### src/rtl/adder12_acc_ctrl.sv
// Burst accumulator driving an external combinational DW-bit adder; one transfer per cycle while in ACCUM.
// in_ready is high only in ACCUM (start->first ready 1 cycle); in_valid low stalls with all state held, done 1 cycle after last transfer.
module adder12_acc_ctrl #(
   parameter int DW    = 12,
   parameter int CNT_W = 8
) (
   input  logic             clk,
   input  logic             rst_n,
   input  logic             start,
   input  logic [CNT_W-1:0] num_samples,
   input  logic             in_valid,
   input  logic [DW-1:0]    in_data,
   output logic             in_ready,
   output logic [DW-1:0]    add_a,
   output logic [DW-1:0]    add_b,
   input  logic [DW:0]      add_sum,
   output logic [DW-1:0]    acc_out,
   output logic             ovf,
   output logic             busy,
   output logic             done
);

   typedef enum logic [1:0] {
      S_IDLE  = 2'd0,
      S_ACCUM = 2'd1,
      S_DONE  = 2'd2
   } state_t;

   state_t           r_state;
   state_t           w_state_nxt;
   logic [DW-1:0]    r_acc;
   logic [CNT_W-1:0] r_cnt;
   logic [CNT_W-1:0] r_len;
   logic             r_ovf;
   logic             w_xfer;
   logic             w_last;

   assign add_a   = r_acc;
   assign add_b   = in_data;
   assign acc_out = r_acc;
   assign ovf     = r_ovf;

   assign w_xfer = in_valid && (r_state == S_ACCUM);
   assign w_last = (r_cnt == (r_len - CNT_W'(1)));

   always_ff @(posedge clk or negedge rst_n) begin
      if (!rst_n) begin
         r_state <= S_IDLE;
      end else begin
         r_state <= w_state_nxt;
      end
   end

   always_comb begin
      w_state_nxt = r_state;
      in_ready    = 1'b0;
      busy        = 1'b0;
      done        = 1'b0;
      case (r_state)
         S_IDLE: begin
            if (start) begin
               w_state_nxt = (num_samples == '0) ? S_DONE : S_ACCUM;
            end
         end
         S_ACCUM: begin
            in_ready = 1'b1;
            busy     = 1'b1;
            if (w_xfer && w_last) begin
               w_state_nxt = S_DONE;
            end
         end
         S_DONE: begin
            busy        = 1'b1;
            done        = 1'b1;
            w_state_nxt = S_IDLE;
         end
         default: begin
            w_state_nxt = S_IDLE;
         end
      endcase
   end

   // The carry out of the adder is the only trace of wrap-around, so it is kept sticky.
   always_ff @(posedge clk or negedge rst_n) begin
      if (!rst_n) begin
         r_acc <= '0;
         r_cnt <= '0;
         r_len <= '0;
         r_ovf <= 1'b0;
      end else begin
         if ((r_state == S_IDLE) && start) begin
            r_len <= num_samples;
            r_cnt <= '0;
            r_acc <= '0;
            r_ovf <= 1'b0;
         end else if (w_xfer) begin
            r_acc <= add_sum[DW-1:0];
            r_ovf <= r_ovf | add_sum[DW];
            r_cnt <= r_cnt + CNT_W'(1);
         end
      end
   end

endmodule

### config.mk
export PLATFORM = sky130hd
export DESIGN_NAME = adder12_acc_ctrl
export DESIGN_NICKNAME = d
export VERILOG_FILES = /design/src/rtl/adder12_acc_ctrl.sv
export SDC_FILE = /design/constraint.sdc
export NUM_CORES = 1
export LEC_CHECK = 0
export CORE_ASPECT_RATIO = 1.1
export CORE_MARGIN = 2
export CORE_UTILIZATION = 30
export DETAILED_ROUTE_END_ITERATION = 8
export GPL_TIMING_DRIVEN = 0
export PLACE_DENSITY = 0.64
export SLEW_MARGIN = 25
export SYNTH_ARGS = -nofsm -noshare
export SYNTH_HDL_FRONTEND = slang
export SYNTH_SLANG_ARGS = --single-unit
### constraint.sdc
create_clock -name clk -period 1.9 [get_ports clk]
set_input_delay 0.38 -clock clk [delete_from_list [all_inputs] [get_ports clk]]
set_output_delay 0.38 -clock clk [all_outputs]
set_load 0.1 [all_outputs]
* Yosys cells after proc, flatten, opt, wreduce, memory -nomap -nowiden
Cells that the tools add are included.
** Cells by class
- Bitwise operators :: 1
- Reductions and logical operators :: 8
- Eq/ne operators :: 5
- Mux-type cells :: 13
- Add/sub/neg operators :: 2
** Operators with widths (count)
- $mux 12 :: 2
- $mux 8 :: 2
- $add 8x1->8 const B :: 1
- $eq 8x8->1 :: 1
- $logic_not 8->1 :: 1
- $sub 8x1->8 const B :: 1
- $mux 2 :: 3
- $mux 1 :: 5
- $pmux 2 s2 :: 1
- $logic_and 1x1->1 :: 3
- $eq 2x1->1 const B :: 1
- $eq 2x2->1 const B :: 1
- $logic_not 2->1 :: 1
- $ne 2x1->1 const B :: 1
- $ne 2x2->1 const B :: 1
- $reduce_and 2->1 :: 1
- $reduce_bool 2->1 :: 1
- $reduce_or 2->1 :: 1
- $or 1x1->1 :: 1
** Word-level totals
- Output and inout port bits :: 40
- Flip-flop bits (word level) :: 31
- Word-level logic and storage cells :: 34

* Longest topological paths before layout
Gate-level depths: netlist of the first run.
- Word-level depth :: 5
- Depth in mapped cells :: 8

* Worst setup path before layout of the first run
Ideal clock, no wire load.
- Path kind :: register to register
- Start :: register r_state[1]
- End :: register r_state[1]
- Arrival :: 2466 ps
- Cell stages (with the launch flop) :: 9
- Path slack :: -660 ps
- Clock period less this slack :: 2560 ps
- Library setup time :: 94 ps
- Required time :: 1806 ps
- Path through :: dfrtp_1 -> inv_1 -> ha_1 -> and2_1 -> buf_2 -> nand3_1 -> a211oi_2 -> nand4_2 -> a221oi_2
** On the way
- Word-level cells in the longest chain between the ends :: 5
** RTL lines
- start, declared :: RTL line 29 : state_t r_state;
- start signal, assigned :: RTL line 50 : r_state <= w_state_nxt;
- $eq 2x1->1 :: RTL line 43, 59
- $logic_and 1x1->1 :: RTL line 43 : assign w_xfer = in_valid && (r_state == S_ACCUM);
- $logic_and 1x1->1 :: RTL line 68 : if (w_xfer && w_last) begin
- $ne 2x1->1 (no source line)
- $reduce_and 2->1 (no source line)
Several ways; a longest one is shown, not always the timed one.
A chain may end at the register's enable or synchronous reset.

* Final worst setup path of the first run
- Start :: register r_acc[9], in the netlist acc_out[9]
- End :: output port acc_out[9]
** RTL lines
- start, declared :: RTL line 31 : logic [DW-1:0] r_acc;
- start signal, assigned :: RTL line 97 : r_acc <= add_sum[DW-1:0];
- end, declared :: RTL line 17 : output logic [DW-1:0] acc_out,
No word-level cell between the ends.

==> flow_metrics.py, run 1 <==
metrics = {
    "run_status": {
        "status": "finished clean",
    },
    "worst_setup_path": {
        "crit_arrival_ps": 1480,
        "cp-end-kind": "primary output",
        "worstPathCellList": "clkdlybuf4s15_1",
        "required_ps": 1520,
        "crit_family": "buffers and inverters",
        "cpPeakStageDelay_ps": 830,
        "crit_slowest_cell": "clkdlybuf4s15_1",
        "crit_fanout": 3,
        "crit_buf_inv": 1,
        "crit_path_start_kind": "flop",
        "path_class": "flop to primary output",
    },
    "yosys": {
        "synthArstFlopShare_pct": 100,
        "yosysTopAreaCellShare_pct": 42.9,
        "ys_ff_latch": 31,
        "synth-edff-count": 0,
        "yosysMostFrequentCell": "nand2_1",
        "synthTopCellsByCount": "nand2_1 (54), dfrtp_1 (31), buf_4 (24)",
        "synth_warnings": 0,
        "syn_area_sq_um": 1810,
        "synthCells": 203,
        "syn_area_per_cell_sq_um": 8.90,
        "synthTopCellsByArea": "dfrtp_1 (43%), nand2_1 (11%), buf_4 (10%)",
        "syn_nets": 245,
        "yosys_most_used_dff": "dfrtp_1",
        "synth_top_cell_by_area": "dfrtp_1",
        "synth_seq_area_share_pct": 42.9,
        "ys_types": 35,
    },
    "final_layout": {
        "drive_above_1_share_pct": 26.1,
        "nets": 321,
        "synthToLayoutAreaGrowth_pct": 48.7,
        "diodes": 0,
    },
    "place": {
        "portBuffers": 64,
        "gp_congestion": 0.769,
        "place_ws_ps": -384,
        "hpwl_um": 3080,
    },
    "clock_network": {
        "cts_root_buf": "clkbuf_8",
        "cts_max_level": 2,
        "cts_tree": "done",
        "clkSlewWorstSetupHoldPaths_ps": 60,
        "clock-sinks": 31,
        "clockBufferDepth": 2,
        "clkLatencyLatePin_ps": 290,
        "cts_made_buffers": 5,
    },
    "floorplan": {
        "initial_core_util_pct": 31.1,
        "die_h_um": 85.4,
        "fp-row-count": 29,
        "dieArea_sq_um": 6660,
        "coreArea_sq_um": 5810,
        "fp.dieW_um": 78.0,
        "pin_count": 77,
    },
    "drt": {
        "avgRoutedWirePerCell_um": 11.2,
        "route.detailed.drc": 0,
        "antenna_left": 0,
        "drtIter0Drc": 56,
        "vias_per_cell": 4.35,
        "vias": 1553,
        "drt_pass1_iterations": 4,
        "wirelength_um": 3990,
    },
    "grt": {
        "grt_first_pass_wirelength_um": 6660,
        "grt_max_degree": 29,
        "gr-usage-met3_pct": 3.40,
        "grt_pass1_vias": 1468,
        "grt_antenna_before_repair": 0,
        "met1_usage_pct": 15.2,
        "grt_use_met2_pct": 20.8,
        "track_usage_pct": 12.6,
        "gr-max-usage-layer": "met2",
        "grt_overflow_total": 0,
    },
    "sta": {
        "timing.final.ws_setup_ps": 44.9,
        "fin_crit_sh_pct": 97.6,
        "rsz0062_at_grt": "no",
        "hold_violations": 0,
        "fin_crit_ps": 1860,
        "max_slew.worst_pin.slew_ps": 961,
        "finalSetupViolations": 0,
        "drv_slew": 0,
        "whs_ps": 455,
        "clock_skew_ps": 6.54,
        "relSlewSlack_pct": 36.2,
        "fmax_mhz": 539,
    },
    "worst_hold_path": {
        "min-delay-path-class": "input port to asynchronous set/reset pin",
    },
    "run": {
        "maxCapViolCount": 0,
    },
}
-- cells in the final DEF (no fill, tap or decap), types with 2 or more instances in the layout --
master,netlist,layout
nand2_1,54,54
dfrtp_1,31,30
buf_4,24,27
clkdlybuf4s50_1,0,23
a21oi_1,17,17
clkdlybuf4s15_2,0,13
dlygate4sd2_1,0,12
nor2_1,10,10
xor2_1,9,9
clkbuf_2,0,8
xnor2_1,7,7
clkbuf_8,0,6
clkbuf_1,6,5
o21ai_0,5,5
clkdlybuf4s15_1,0,5
nand4_1,4,4
inv_1,4,3
ha_1,5,3
buf_2,1,3
nor2b_1,2,2
nand2b_1,2,2
nor3_1,2,2
or4_1,2,2
-- path summary, 6_finish.rpt --
check / end / depth (start not counted) / slack [ps] / startpoint
setup / recovery: acc_out[9] / 1 / 40 / acc_out[9]
hold / removal: r_len[5] / 2 / 450 / rst_n
setup reg to reg: r_state[0] / 8 / 100 / r_len[0]
hold reg to reg: ovf / 2 / 510 / ovf
max in group asynchronous: r_len[0] / 3 / 1060 / rst_n
min in group clk: ovf / 2 / 510 / ovf
-- cell families after synthesis --
kind of cell	Yosys count	synth area share (%)
xor gates and xnor gates	16	7.76
AOI/OAI and AO/OA	29	10.7
and+or+nand+nor	85	22.0
muxes	1	0.554
adders and majority gates	5	3.46
buffers and inverters	36	12.5
DFF	31	42.9
-- state kept, by name, indices dropped and copies added (netlist names) --
register	flops
r_cnt	8
acc_out	12
r_state	2
r_len	8
ovf	1
-- through the flow --
| step | util [%] | TNS [ps] | instances | cell area (sq um) |
|---|---|---|---|---|
| after floorplan | - | 0 | 203 | 1830 |
| after global placement | 44.1 | -9360 | 344 | 2560 |
| after detailed placement | 44.4 | -2470 | 345 | 2580 |
| after CTS | 46.3 | 0 | 354 | 2690 |
| after global routing | 46.3 | 0 | 357 | 2690 |
| final | 46.3 | 0 | 357 | 2690 |
-- area by class of cell --
| class | count | area (sq um) |
|---|---|---|
| clock buffers | 6 | 82.6 |
| inverters | 4 | 15.0 |
| multi-input cells | 136 | 820 |
| repair buffers | 69 | 642 |
| clock inverters | 2 | 35.0 |
| plain buffers | 32 | 219 |
| flip-flops and latches | 31 | 777 |
| fillers | 596 | 3120 |
| well taps | 77 | 96.3 |
-- metal layers --
metal,up-vias,wire length (um)
met5,-,0
met4,0,80
met3,5,214
met2,40,2050
met1,714,1650
li1,794,-
-- timing repair --
item                       CTS  global route
hold buffers                 1             0
resized for setup           83            19
setup endpoints to repair   40            17
pin swaps                    0             2
hold endpoints to repair     3             0
buffers inserted             0             3
Power of run 1 is not shown: default switching activity piles up to over one toggle a cycle in this logic, so the estimate is an artifact.
==> run 2, diff against run 1 <==
ABC_AREA = 1   (was default)
CORE_MARGIN = 10   (was 2)
==> run 2 against run 1 <==
Die area increased by 48%. Routed wire length increased by 30%. Fmax shrank 1.0%. Cell count increased by 14%. Sequential share of layout area shrank 0.30 points. Setup slack worse by 20 ps. Largest cell class unchanged.
==> flow_metrics.py, run 2 <==
metrics = {
    "run_status": {
        "status": "finished clean",
    },
    "clock_network": {
        "cts_root_buf": "clkbuf_8",
        "cts_tree": "done",
        "cts_made_buffers": 5,
        "clock-sinks": 31,
        "clkSlewWorstSetupHoldPaths_ps": 60,
        "clockBufferDepth": 2,
        "cts_max_level": 2,
        "clkLatencyLatePin_ps": 280,
    },
    "yosys": {
        "yosysTopAreaCellShare_pct": 41.2,
        "synthAdderAreaFrac_pct": 3.32,
        "syn_area_per_cell_sq_um": 7.36,
        "synth_warnings": 0,
        "synthTopCellsByCount": "nand2_1 (76), dfrtp_1 (31), inv_1 (29)",
        "syn_area_sq_um": 1880,
        "synth_compound_area_share_pct": 5.45,
        "yosys.area_share.simple_pct": 30.6,
        "yosysMostFrequentCell": "nand2_1",
        "synth_top_cell_by_area": "dfrtp_1",
        "synth_mux_area_share_pct": 0,
        "yosys_most_used_dff": "dfrtp_1",
        "syn_nets": 298,
        "synth_seq_area_share_pct": 41.2,
        "yosys.area_share.xor_xnor_pct": 2.33,
        "ys_types": 22,
        "synthArstFlopShare_pct": 100,
        "synthTopCellsByArea": "dfrtp_1 (41%), nand2_1 (15%), buf_4 (9.6%)",
        "synth_top_family_by_area": "simple AND/OR/NAND/NOR gates",
        "synth-edff-count": 0,
        "ys_ff_latch": 31,
        "synthCells": 256,
    },
    "final_layout": {
        "final_cell_mix": "nand2_1 (75), dfrtp_1 (31), inv_1 (28)",
        "drive_above_1_share_pct": 21.0,
        "diodes": 0,
        "synthToLayoutAreaGrowth_pct": 43.9,
        "largest_reg_flops": 12,
        "nets": 371,
        "fin_util_pct": 44.3,
        "final_common_cell": "nand2_1",
    },
    "worst_setup_path": {
        "required_ps": 1520,
        "crit_slowest_cell": "clkdlybuf4s15_1",
        "cp-end-kind": "primary output",
        "crit_buf_inv": 1,
        "cpPeakStageDelay_ps": 840,
        "crit_family": "buffers and inverters",
        "crit_path_start_kind": "flop",
        "crit_fanout": 3,
        "crit_arrival_ps": 1490,
        "path_class": "flop to primary output",
        "ff2ff_setup_slack_ps": 180,
        "worstPathCellList": "clkdlybuf4s15_1",
    },
    "sta": {
        "rsz0062_at_grt": "no",
        "hold_violations": 0,
        "finalSetupViolations": 0,
        "max_slew.worst_pin.slew_ps": 969,
        "drv_slew": 0,
        "clock_skew_ps": 1.99,
        "fin_crit_ps": 1870,
        "timing.final.ws_setup_ps": 25.4,
        "fmax_mhz": 533,
        "fin_crit_sh_pct": 98.7,
        "relSlewSlack_pct": 35.7,
        "finalSetupTns_ps": 0,
    },
    "worst_hold_path": {
        "min-delay-path-class": "input port to asynchronous set/reset pin",
    },
    "drt": {
        "avgRoutedWirePerCell_um": 12.7,
        "wirelength_um": 5190,
        "vias": 1782,
        "route.detailed.drc": 0,
        "antenna_left": 0,
        "vias_per_cell": 4.37,
        "drtIter0Drc": 107,
        "drt_pass1_iterations": 4,
    },
    "floorplan": {
        "die_h_um": 103,
        "dieArea_sq_um": 9850,
        "initial_core_util_pct": 30.8,
        "coreArea_sq_um": 6120,
        "fp.dieW_um": 95.5,
        "fp-row-count": 30,
        "pin_count": 77,
    },
    "place": {
        "place_ws_ps": -367,
        "gp_congestion": 0.844,
        "portBuffers": 64,
        "hpwl_um": 4120,
    },
    "grt": {
        "grt_antenna_before_repair": 0,
        "grt_overflow_total": 0,
        "grt_max_degree": 29,
        "grt_first_pass_wirelength_um": 8480,
        "grt_pass1_vias": 1827,
        "track_usage_pct": 10.8,
    },
    "run": {
        "maxCapViolCount": 0,
    },
}
-- run 2: cell count changes after synthesis, moves of 3 or more --
| cell | before | now |
|---|---|---|
| nand2_2 | 0 | 4 |
| o21ai_0 | 5 | 14 |
| inv_1 | 4 | 29 |
| xor2_1 | 9 | 1 |
| nand3_1 | 1 | 26 |
| a21oi_1 | 17 | 5 |
| xnor2_1 | 7 | 4 |
| nor4_1 | 0 | 3 |
| nand2_1 | 54 | 76 |
| nor2_1 | 10 | 18 |
-- run 2: timing repair --
| action | CTS | global route |
|---|---|---|
| endpoints found under the setup margin | 40 | 12 |
| endpoints found under the hold margin | 3 | 0 |
| buffers inserted | 0 | 0 |
| hold buffers | 1 | 0 |
| gates resized for setup | 88 | 15 |
-- run 2: area by class of cell --
| cell class | instances | area [sq um] |
|---|---|---|
| Tap cell | 80 | 100 |
| Buffer | 29 | 200 |
| Sequential cell | 31 | 776 |
| Multi-Input combinational cell | 165 | 813 |
| Inverter | 31 | 121 |
| Clock buffer | 6 | 72.6 |
| Fill cell | 641 | 3410 |
| Timing Repair Buffer | 66 | 627 |
-- run 2: cells by family after synthesis --
family	after synthesis
AOI/OAI and AO/OA	20
xor gates and xnor gates	5
adders and majority gates	5
buffers and inverters	60
DFF	31
and+or+nand+nor	135
-- run 2: metal layers --
metal	up-vias	track usage (%)	part of all wire, %
li1	924	-	-
met1	811	11.7	38
met2	39	19.2	54
met3	8	2.99	6.1
met4	0	4.31	2.2
met5	-	0	0
-- run 2: per-stage QoR --
step                instances  hold slack [ps]  cell area, sq um
floorplan                 256             84.4              1900
global placement          400              471              2640
detailed placement        401              202              2650
CTS                       408              449              2730
global route              408              456              2710
finish                    408              447              2710
-- run 2: worst paths after layout --
path | start | endpoint | depth (start not counted)
worst max-delay path | acc_out[5] | acc_out[5] | 1
worst min-delay path | rst_n | acc_out[2] | 2
worst max register to register | r_state[1] | r_state[0] | 13
worst min register to register | ovf | ovf | 2
max in group asynchronous | rst_n | r_len[6] | 3
min in group clk | ovf | ovf | 2
Power of run 2 is left out for the same reason.
==> run 3, diff against run 2 <==
SLEW_MARGIN = default   (was 25)
==> run 3 against run 2 <==
Largest cell class is now multi-input gates. Non-clock buffer count down 2. Via count down 1.1%. Sequential cell count unchanged. Cell count unchanged. Core utilization up 0.16 points. Critical path type unchanged. Sequential share of layout area down 0.11 points. Clock skew up 1.5 ps. Critical endpoint is now in_ready.
==> flow_metrics.py, run 3 (synthesized netlist as in run 2, its figures left out) <==
metrics = {
    "run_status": {
        "status": "finished clean",
    },
    "drt": {
        "wirelength_um": 5200,
        "route.met2.wl_um": 2780,
        "topRoutingLayerUsed": "met4",
        "drtIter0Drc": 119,
        "drt_pass1_iterations": 4,
        "vias": 1762,
        "wirelength_met1_um": 2000,
        "wl_met3_um": 322,
        "antenna_left": 0,
        "avgRoutedWirePerCell_um": 12.7,
        "route.detailed.drc": 0,
        "vias_per_cell": 4.32,
    },
    "sta": {
        "fmax_mhz": 565,
        "relSlewSlack_pct": 35.7,
        "fin_crit_sh_pct": 93.1,
        "finalSetupViolations": 0,
        "fin_crit_ps": 1770,
        "hold_violations": 0,
        "drv_slew": 0,
        "max_slew.worst_pin.slew_ps": 968,
        "timing.final.ws_setup_ps": 131,
        "clock_skew_ps": 3.53,
        "rsz0062_at_grt": "no",
    },
    "floorplan": {
        "fp-row-count": 30,
        "dieArea_sq_um": 9850,
        "coreArea_sq_um": 6120,
        "initial_core_util_pct": 30.8,
        "pin_count": 77,
        "fp.dieW_um": 95.5,
        "die_h_um": 103,
    },
    "place": {
        "hpwl_um": 4120,
        "portBuffers": 64,
        "place_ws_ps": -366,
        "gp_congestion": 0.844,
    },
    "worst_setup_path": {
        "rr_worst_depth": 13,
        "required_ps": 1520,
        "cp-end-kind": "primary output",
        "crit_arrival_ps": 1390,
        "path_class": "flop to primary output",
        "crit_path_start_kind": "flop",
        "crit_fanout": 4,
    },
    "grt": {
        "track_usage_pct": 10.7,
        "grt_max_degree": 32,
        "grt_pass1_vias": 1804,
        "grt_first_pass_wirelength_um": 8470,
        "grt_overflow_total": 0,
        "grt_antenna_before_repair": 0,
    },
    "final_layout": {
        "drive_above_1_share_pct": 22.9,
        "nets": 369,
        "diodes": 0,
        "fillCellCount": 625,
        "final_common_cell": "nand2_1",
        "largest_reg_flops": 12,
        "synthToLayoutAreaGrowth_pct": 44.5,
        "final_cell_mix": "nand2_1 (75), dfrtp_1 (31), inv_1 (28)",
    },
    "clock_network": {
        "clkSlewWorstSetupHoldPaths_ps": 70,
        "cts_root_buf": "clkbuf_8",
        "cts_made_buffers": 5,
        "clock-sinks": 31,
        "clockBufferDepth": 2,
        "clkLatencyLatePin_ps": 280,
        "cts_tree": "done",
        "cts_max_level": 2,
    },
    "run": {
        "maxCapViolCount": 0,
    },
    "worst_hold_path": {
        "min-delay-path-class": "input port to asynchronous set/reset pin",
    },
}
-- run 3: what timing repair did --
action | CTS | global route
buffers inserted | 0 | 0
resized for setup | 94 | 12
endpoints found under the setup margin | 40 | 11
hold endpoints to repair | 0 | 0
hold buffers | 0 | 0
-- run 3: metrics by stage --
step | util, % | area [sq um] | TNS, ps | std cells | hold WS [ps]
floorplan | - | 1900 | 0 | 256 | 84.4
global placement | 43.1 | 2640 | -9600 | 400 | 471
detailed placement | 43.0 | 2630 | -2670 | 400 | 464
CTS | 45.0 | 2750 | 0 | 408 | 173
global route | 44.5 | 2720 | 0 | 408 | 202
finish | 44.5 | 2720 | 0 | 408 | 148
-- run 3: layer usage --
layer	vias to the layer above	track usage [%]
met5	-	0
met4	0	4.31
met3	5	3.20
met2	37	18.7
met1	801	11.9
li1	919	-
-- run 3: final cells by class --
cell class	count	area (sq um)	share of cell area (%)
inverters	31	121	4.46
well taps	80	100	3.68
clock buffers	6	82.6	3.04
repair buffers	64	602	22.1
plain buffers	29	200	7.36
clock inverters	2	35.0	1.29
multi-input cells	165	803	29.5
flip-flops and latches	31	776	28.5
-- run 3: path summary, 6_finish.rpt --
kind | start | end | slack (ps)
max | r_state[1] | in_ready | 130
min | rst_n | acc_out[1] | 150
max reg2reg | r_state[1] | r_state[0] | 190
min reg2reg | ovf | ovf | 490
max in group asynchronous | rst_n | acc_out[11] | 1300
min in group clk | ovf | ovf | 490
-- run 3: worst max-delay path, stage by stage (launching register included) --
cell and delay [ps]:
dfrtp_1 400, inv_1 110, ha_4 170, buf_2 430
Power of run 3 is left out for the same reason.
